### config.mk
export PLATFORM = sky130hd
export DESIGN_NAME = pool_ctrl_flat
export DESIGN_NICKNAME = d
export VERILOG_FILES = /design/src/rtl/pool_pkg.sv /design/src/rtl/pool_if.sv /design/src/rtl/pool_addr_gen.sv /design/src/rtl/pool_ctrl.sv /design/src/flat_wrapper.sv
export SDC_FILE = /design/constraint.sdc
export NUM_CORES = 1
export LEC_CHECK = 0
export CAP_MARGIN = 30
export CORE_MARGIN = 2
export CORE_UTILIZATION = 45
export CTS_BUF_LIST = sky130_fd_sc_hd__clkbuf_2
export CTS_CLUSTER_DIAMETER = 30
export DETAILED_ROUTE_END_ITERATION = 16
export GPL_TIMING_DRIVEN = 0
export PLACE_DENSITY = 0.7
export SLEW_MARGIN = 20
export SYNTH_ARGS = -nofsm -noshare
export SYNTH_HDL_FRONTEND = slang
export SYNTH_SLANG_ARGS = --single-unit
### constraint.sdc
create_clock -name clk -period 7 [get_ports clk]
set_input_delay 1.05 -clock clk [delete_from_list [all_inputs] [get_ports clk]]
set_output_delay 1.05 -clock clk [all_outputs]
set_load 0.02 [all_outputs]
### src/rtl/pool_pkg.sv
// pool_pkg: state encoding and parameter defaults shared by the 2x2 average-pool controller
package pool_pkg;
  typedef enum logic [2:0] {IDLE, RD, LAST, WR, DONE} state_t;
  localparam int DEF_WORD_SIZE = 16;
  localparam int DEF_IN_W = 28;
  localparam int DEF_IN_H = 28;
  localparam int DEF_ADDR_W = 10;
endpackage

### src/rtl/pool_if.sv
// pool_if: start/status handshake plus input-map read port and output-map write port
interface pool_if import pool_pkg::*; #(
  parameter int WORD_SIZE = DEF_WORD_SIZE,
  parameter int ADDR_W = DEF_ADDR_W
);
  logic start;
  logic busy;
  logic done;
  logic [ADDR_W-1:0] rd_addr;
  logic signed [WORD_SIZE-1:0] rd_data;
  logic wr_en;
  logic [ADDR_W-1:0] wr_addr;
  logic signed [WORD_SIZE-1:0] wr_data;
  modport master (input start, rd_data, output busy, done, rd_addr, wr_en, wr_addr, wr_data);
  modport slave (output start, rd_data, input busy, done, rd_addr, wr_en, wr_addr, wr_data);
endinterface

### src/rtl/pool_addr_gen.sv
// pool_addr_gen: window (r,c) and read-phase k counters with row-major read/write address decode
module pool_addr_gen #(
  parameter int IN_W = 28,
  parameter int IN_H = 28,
  parameter int ADDR_W = 10
) (
  input  logic clk,
  input  logic reset,
  input  logic i_clr,
  input  logic i_rd,
  input  logic i_wr,
  output logic [1:0] o_k,
  output logic [ADDR_W-1:0] o_rd_addr,
  output logic [ADDR_W-1:0] o_wr_addr,
  output logic o_last
);
  localparam logic [ADDR_W-1:0] LW = ADDR_W'(IN_W);
  localparam logic [ADDR_W-1:0] LHW = ADDR_W'(IN_W / 2);
  localparam logic [ADDR_W-1:0] LC = ADDR_W'(IN_W / 2 - 1);
  localparam logic [ADDR_W-1:0] LR = ADDR_W'(IN_H / 2 - 1);
  logic [ADDR_W-1:0] r_r, r_c;
  logic [1:0] r_k;
  logic [ADDR_W-1:0] w_row, w_col;
  logic w_c_end;
  always_ff @(posedge clk) begin
    if (reset || i_clr) begin
      r_r <= '0;
      r_c <= '0;
      r_k <= '0;
    end else if (i_rd) begin
      r_k <= r_k + 2'd1;
    end else if (i_wr) begin
      r_c <= w_c_end ? '0 : r_c + ADDR_W'(1);
      r_r <= o_last ? '0 : (w_c_end ? r_r + ADDR_W'(1) : r_r);
    end
  end
  // k[1] selects the lower row of the window, k[0] the right column
  always_comb begin
    w_c_end = r_c == LC;
    w_row = (r_r << 1) + ADDR_W'(r_k[1]);
    w_col = (r_c << 1) + ADDR_W'(r_k[0]);
    o_k = r_k;
    o_last = w_c_end && r_r == LR;
    o_rd_addr = i_rd ? w_row * LW + w_col : '0;
    o_wr_addr = i_wr ? r_r * LHW + r_c : '0;
  end
endmodule

### src/rtl/pool_ctrl.sv
// pool_ctrl: 2x2 average pooling over a row-major input map, one window every 6 cycles
module pool_ctrl import pool_pkg::*; #(
  parameter int WORD_SIZE = DEF_WORD_SIZE,
  parameter int IN_W = DEF_IN_W,
  parameter int IN_H = DEF_IN_H,
  parameter int ADDR_W = DEF_ADDR_W
) (
  input logic clk,
  input logic reset,
  pool_if.master bus
);
  state_t r_state, w_next;
  logic signed [WORD_SIZE+1:0] r_acc, w_px;
  logic [1:0] w_k;
  logic w_last;
  logic [ADDR_W-1:0] w_rd_addr, w_wr_addr;
  pool_addr_gen #(.IN_W(IN_W), .IN_H(IN_H), .ADDR_W(ADDR_W)) u_addr (
    .clk(clk),
    .reset(reset),
    .i_clr(r_state == IDLE),
    .i_rd(r_state == RD),
    .i_wr(r_state == WR),
    .o_k(w_k),
    .o_rd_addr(w_rd_addr),
    .o_wr_addr(w_wr_addr),
    .o_last(w_last)
  );
  always_ff @(posedge clk) r_state <= reset ? IDLE : w_next;
  // read data trails the address by one cycle, so pixels land at k=1..3 and LAST
  always_ff @(posedge clk) begin
    if (reset) r_acc <= '0;
    else if (r_state == RD && w_k == 2'd1) r_acc <= w_px;
    else if ((r_state == RD && w_k[1]) || r_state == LAST) r_acc <= r_acc + w_px;
  end
  always_comb begin
    w_next = r_state;
    w_px = {{2{bus.rd_data[WORD_SIZE-1]}}, bus.rd_data};
    unique case (r_state)
      IDLE: w_next = bus.start ? RD : IDLE;
      RD: w_next = w_k == 2'd3 ? LAST : RD;
      LAST: w_next = WR;
      WR: w_next = w_last ? DONE : RD;
      default: w_next = IDLE;
    endcase
    bus.busy = r_state != IDLE;
    bus.done = r_state == DONE;
    bus.wr_en = r_state == WR;
    bus.rd_addr = w_rd_addr;
    bus.wr_addr = w_wr_addr;
    bus.wr_data = r_state == WR ? r_acc[WORD_SIZE+1:2] : '0;
  end
endmodule

### src/flat_wrapper.sv
// flat-port wrapper written by rule: the top's interface ports become plain ports
module pool_ctrl_flat import pool_pkg::*;
#(
  parameter int WORD_SIZE = DEF_WORD_SIZE,
  parameter int IN_W = DEF_IN_W,
  parameter int IN_H = DEF_IN_H,
  parameter int ADDR_W = DEF_ADDR_W
)
  (clk, reset, bus_start, bus_rd_data, bus_busy, bus_done, bus_rd_addr, bus_wr_en, bus_wr_addr, bus_wr_data);
  pool_if #(.WORD_SIZE(WORD_SIZE), .ADDR_W(ADDR_W)) bus_i ();
  input logic clk;
  input logic reset;
  input wire logic [$bits(bus_i.start)-1:0] bus_start;
  input wire logic [$bits(bus_i.rd_data)-1:0] bus_rd_data;
  output wire logic [$bits(bus_i.busy)-1:0] bus_busy;
  output wire logic [$bits(bus_i.done)-1:0] bus_done;
  output wire logic [$bits(bus_i.rd_addr)-1:0] bus_rd_addr;
  output wire logic [$bits(bus_i.wr_en)-1:0] bus_wr_en;
  output wire logic [$bits(bus_i.wr_addr)-1:0] bus_wr_addr;
  output wire logic [$bits(bus_i.wr_data)-1:0] bus_wr_data;
  assign bus_i.start = bus_start;
  assign bus_i.rd_data = bus_rd_data;
  assign bus_busy = bus_i.busy;
  assign bus_done = bus_i.done;
  assign bus_rd_addr = bus_i.rd_addr;
  assign bus_wr_en = bus_i.wr_en;
  assign bus_wr_addr = bus_i.wr_addr;
  assign bus_wr_data = bus_i.wr_data;
  pool_ctrl #(.WORD_SIZE(WORD_SIZE), .IN_W(IN_W), .IN_H(IN_H), .ADDR_W(ADDR_W)) u_core (.clk(clk), .reset(reset), .bus(bus_i));
endmodule
==> Word-level counts from Yosys, hierarchy flattened <==
Cells that the tools add are included.
{ "totals": {"mem_count": 0, "ff_bits": 43, "latchBits": 0, "romBits": 0, "output_inout_bits": 39, "mem_bits_rw": 0, "wordCells": 47, "input_bits": 19} }
{ "op_classes": {"addsub": 8, "n_eq_ne": 8, "reduce_logical": 11, "order_cmp": 0, "div_mod_pow": 0, "mul": 2, "n_mux": 12, "shifts": 0, "bitwise": 1} }
{ "op_table": {"columns": ["op", "n"], "rows": [
  ["2-to-1 mux 10 bit", 5],
  ["2-to-1 mux 18 bit", 2],
  ["adder 10 x 1 -> 10 bit", 2],
  ["adder 10 x 1 -> 10 bit (second input constant)", 2],
  ["adder 10 bit", 2],
  ["equality test 10 x 4 -> 1 bit (second input constant)", 2],
  ["adder 18 x 16 -> 18 bit", 1],
  ["2-to-1 mux 16 bit", 1],
  ["case mux 3 bit (4 select lines)", 1],
  ["multiplier 10 x 3 -> 8 bit (second input constant)", 1],
  ["multiplier 10 x 3 -> 9 bit (second input constant)", 1],
  ["equality test 3 x 2 -> 1 bit (second input constant)", 2],
  ["nonzero test 2 bit", 2],
  ["equality test 3 x 1 -> 1 bit (second input constant)", 1],
  ["equality test 3 bit (second input constant)", 1],
  ["logical AND 1 bit", 3],
  ["logical NOT 3 bit", 1],
  ["2-to-1 mux 3 bit", 1],
  ["AND reduction 3 bit", 1],
  ["nonzero test 3 bit", 1],
  ["adder 2 x 1 -> 2 bit (second input constant)", 1],
  ["equality test 2 x 1 -> 1 bit (second input constant)", 1],
  ["equality test 2 bit (second input constant)", 1],
  ["logical OR 1 bit", 2],
  ["other kinds (4)", 4]
]} }

==> Longest topological paths before layout <==
{ "depth": {"depth_word": 5, "depth_mapped": 13, "depth_no_buf": 13} }

==> Hierarchy <==
Synthesis repeated with hierarchy kept, for this count alone.
{ "hier_totals": {"cells_unflattened": 542, "hier_area_um2": 4484.3} }
{ "modules_own_cells": {"columns": ["module", "seq_area_each_um2", "cells_each", "n_inst", "area_each_um2"], "rows": [
  ["pool_addr_gen", 440.4, 287, 1, 2464.9],
  ["pool_ctrl", 420.4, 255, 1, 2019.4]
]} }

==> Worst setup path after synthesis <==
Ideal clock, no wire load.
{ "synth_timing": {"path_kind": "reg-to-output", "startpoint": "reg u_core.u_addr.r_r[0]", "endpoint": "out bus_wr_addr[9]", "path_slack_ps": 2604, "stages_incl_launch_ff": 14, "required_ps": 5950, "t_arrival_ps": 3346, "n_path_buf": 0, "path_cell_list": "dfxtp_1 -> fa_1 -> ha_1 -> inv_1 -> fa_1 -> nor2b_1 -> o21ai_1 -> nand2_1 -> xor2_1 -> ha_1 -> or3_1 -> a311o_1 -> a22o_1 -> a21oi_1"} }
{ "synth_via": {"elab_chain_len": 3} }
{ "synth_lines": {"columns": ["item", "line_no", "source"], "rows": [
  ["from (decl)", "pool_addr_gen.sv:21", "logic [ADDR_W-1:0] r_r, r_c;"],
  ["from (signal assigned)", "pool_addr_gen.sv:34", "r_r <= o_last ? '0 : (w_c_end ? r_r + ADDR_W'(1) : r_r);"],
  ["multiplier 10 x 3 -> 9 bit", "pool_addr_gen.sv:45", "o_wr_addr = i_wr ? r_r * LHW + r_c : '0;"],
  ["adder 10 bit", "pool_addr_gen.sv:45", null],
  ["2-to-1 mux 10 bit", "pool_addr_gen.sv:45", null],
  ["to (decl)", "flat_wrapper.sv:19", "output wire logic [$bits(bus_i.wr_addr)-1:0] bus_wr_addr;"]
]} }
Every way passes these cells.

==> Worst setup path after layout <==
Ends and elaborated chain as after synthesis.

==> results.py <==
metrics = {
    "logic_synthesis": {
        "synth_nets": 631,
        "syn_inst": 545,
        "synthTopCellsByCount": "nor2_1, ha_1, dfxtp_1",
        "synth_top_area_share_pct": 19.8,
        "synth_top_flop_cell": "dfxtp_1",
        "postSynth.asyncResetShare_pct": 0,
        "synth_top_area_cell": "dfxtp_1",
        "synth_area_leaders": "dfxtp_1, ha_1, fa_1",
        "synth_area_mm2": 0.00435,
        "ys_types": 67,
        "yosysSeqAreaShare_pct": 19.8,
        "synth-edff-count": 0,
        "yosysWarningCount": 0,
        "avgSynthCellArea_um2": 7.99,
        "ys_ff_latch": 43,
        "synth_most_common_cell": "nor2_1",
    },
    "sta": {
        "finalMaxSlewViolations": 0,
        "worst_pin_slew_ns": 0.636,
        "setup_viol": 0,
        "finalHoldViolCount": 0,
        "relSlewSlack_pct": 57.6,
        "finalSetupTns_ns": 0,
        "rsz0062_at_grt": "false",
        "finClkSkew_ns": 0.0215,
        "fmaxAchievable_mhz": 179,
        "fin_crit_sh_pct": 79.7,
        "period_minus_slack_ns": 5.58,
    },
    "floorplanning": {
        "core_mm2": 0.00933,
        "boundaryPins": 58,
        "die_width_um": 102,
        "start_util_pct": 46.7,
        "die_y_um": 102,
        "placement_rows": 35,
        "dieArea_mm2": 0.0105,
    },
    "hold_path": {
        "min_path_type": "reg -> reg",
    },
    "global_routing": {
        "grt_antenna_before_repair": 0,
        "grt_pass1_wl_um": 18800,
        "grt_pass1_vias": 4007,
        "grt-ovfl-total": 0,
        "grt_max_degree": 13,
        "gr-usage-all-layers_pct": 22.2,
    },
    "setup_path": {
        "cp_slowest_stage_delay_ns": 0.70,
        "crit_required_ns": 5.95,
        "crit_family": "adder cells",
        "r2r-end": "u_core.r_acc[14]",
        "cp_max_fo": 10,
        "worstPathCellList": "fa_1 -> ha_1 -> inv_1 -> fa_1 -> nor2b_1 -> o21ai_1 -> nand2_1 -> xor2_1 -> ha_1 -> or3_1 -> a311o_1 -> a22o_1 -> a21oi_1 -> clkdlybuf4s50_1",
        "path_class": "reg -> out",
        "r2r_slack_ns": 4.43,
        "reg2regPathDepth": 9,
        "endpoint_kind": "output pin",
        "rr_startpoint": "u_core.r_acc[0]",
        "cp_num_buf_inv": 2,
        "cp-start-kind": "flip-flop",
        "crit_slowest_cell": "fa_1",
        "cp-endpoint": "bus_wr_addr[9]",
        "arrival_ns": 4.53,
        "cp_num_cells": 14,
        "startpoint": "u_core.u_addr.r_r[0]",
    },
    "layout": {
        "area_growth_pct": 17.6,
        "fillCellCount": 938,
        "utilization_pct": 54.9,
        "multi_input_area_mm2": 0.00328,
        "n_antenna_cell": 0,
        "nets": 695,
        "sequential_cell_area_um2": 861,
        "drive_gt1_share_pct": 4.76,
    },
    "route": {
        "vias_per_cell": 5.57,
        "wl_um": 10900,
        "drt_iter0_drc": 201,
        "num_vias": 4111,
        "firstDrtPassIters": 4,
        "drcViolationCount": 0,
        "final_antenna_net_count": 0,
        "wl_per_cell_um": 14.8,
    },
    "power": {
        "peakVddDrop_v": 0.0000706,
        "total_power_uw": 496,
        "powerDensity_mw_per_mm2": 97.0,
        "p_leak_uw": 0.00220,
    },
    "placement": {
        "numPortBuffers": 57,
        "dp_hpwl_um": 8480,
        "gp_congestion": 0.906,
    },
    "clock_network": {
        "ctsHoldBuffers": 0,
        "clk_latency_ns": 0.41,
        "cts.clk_slew.worst_paths_ns": 0.22,
        "cts_resized": 0,
        "cts_tree": "built",
        "post_cts_buffers": 0,
        "clock_sink_count": 43,
        "cts-buffers-inserted": 5,
        "cts_buffer_depth": 2,
        "root_buffer": "clkbuf_2",
        "htree_levels": 2,
    },
    "outcome": {
        "status": "finished, final reports clean",
    },
    "run": {
        "drv_cap": 0,
    },
}
==> worst min-delay path by stage <==
| stage | cells past startpoint | end | start |
|---|---|---|---|
| floorplan | 2 | u_core.r_acc[0] | u_core.r_acc[0] |
| global placement | 2 | u_core.r_acc[0] | u_core.r_acc[0] |
| detailed placement | 2 | u_core.r_acc[0] | u_core.r_acc[0] |
| CTS | 2 | u_core.r_acc[0] | u_core.r_acc[0] |
| global route | 2 | u_core.r_acc[0] | u_core.r_acc[0] |
| finish | 2 | u_core.r_acc[0] | u_core.r_acc[0] |
==> sequential cells by signal (all words and copies together), names as in the netlist <==
register / count
u_core.r_acc: 18
u_core.u_addr.r_c: 10
u_core.u_addr.r_r: 10
u_core.r_state: 3
u_core.u_addr.o_k: 2
==> layout make-up <==
cell class / count / area share, %
tap: 129 / 3.15
multi-input combinational: 450 / 64.2
timing repair buffer: 57 / 11.1
clock buffer: 5 / 0.489
inverter: 30 / 2.20
clock inverter: 2 / 0.171
sequential: 43 / 16.8
buffer: 22 / 1.86
==> metal layers <==
layer	GRT usage (%)	wire length (um)	up-vias
li1	-	-	2070
met1	31.1	5260	1914
met2	35.4	4950	113
met3	3.69	561	14
met4	6.15	162	0
met5	0	0	-
==> cells by family after synthesis <==
family | after synthesis | synth area share (%)
buf+inv | 52 | 4.77
simple gates | 198 | 24.1
mux | 3 | 0.719
compound gates | 139 | 20.6
xor+xnor | 43 | 8.65
flops | 43 | 19.8
fa+ha+maj | 67 | 21.3
==> worst register-to-register path, stage by stage, from the launching register on <==
cell and delay, ns:
dfxtp_1 0.39, ha_1 0.20, inv_1 0.07, fa_1 0.39, nand2b_1 0.20, a211oi_1 0.35
o211ai_1 0.23, a21oi_1 0.38, mux2i_1 0.24, nor3_1 0.07
==> metrics by stage <==
step	hold WS, ns	setup slack [ns]	std cells	cell area (um2)
detailed placement	0.506	1.91	731	5080
global route	0.579	1.10	738	5120
CTS	0.532	1.40	738	5120
finish	0.531	1.42	738	5120
floorplan	0.480	2.60	545	4350
global placement	0.495	1.99	731	5080
==> cell usage in the layout, fill, tap and decap left out, drive strengths merged, types with 7 or more instances in the layout <==
master,count
nand4,11
nor3,21
and2,24
buf,8
xor2,18
fa,12
a31oi,8
ha,55
a21oi,37
a211oi,10
a21o,18
o21ai,30
nand2,38
xnor2,25
inv,30
clkbuf,19
clkdlybuf4s50,57
nor2,57
dfxtp,43
nand3,7
nor2b,7
or3,7
==> power by group <==
part	switching, uW	internal [uW]	total (uW)	leakage [uW]
sequential	6.65	254	260	0.000348
combinational	75.2	55.5	131	0.00182
clock	84.2	21.2	105	0.0000262
No activity file was read; power rests on OpenSTA's default activity.
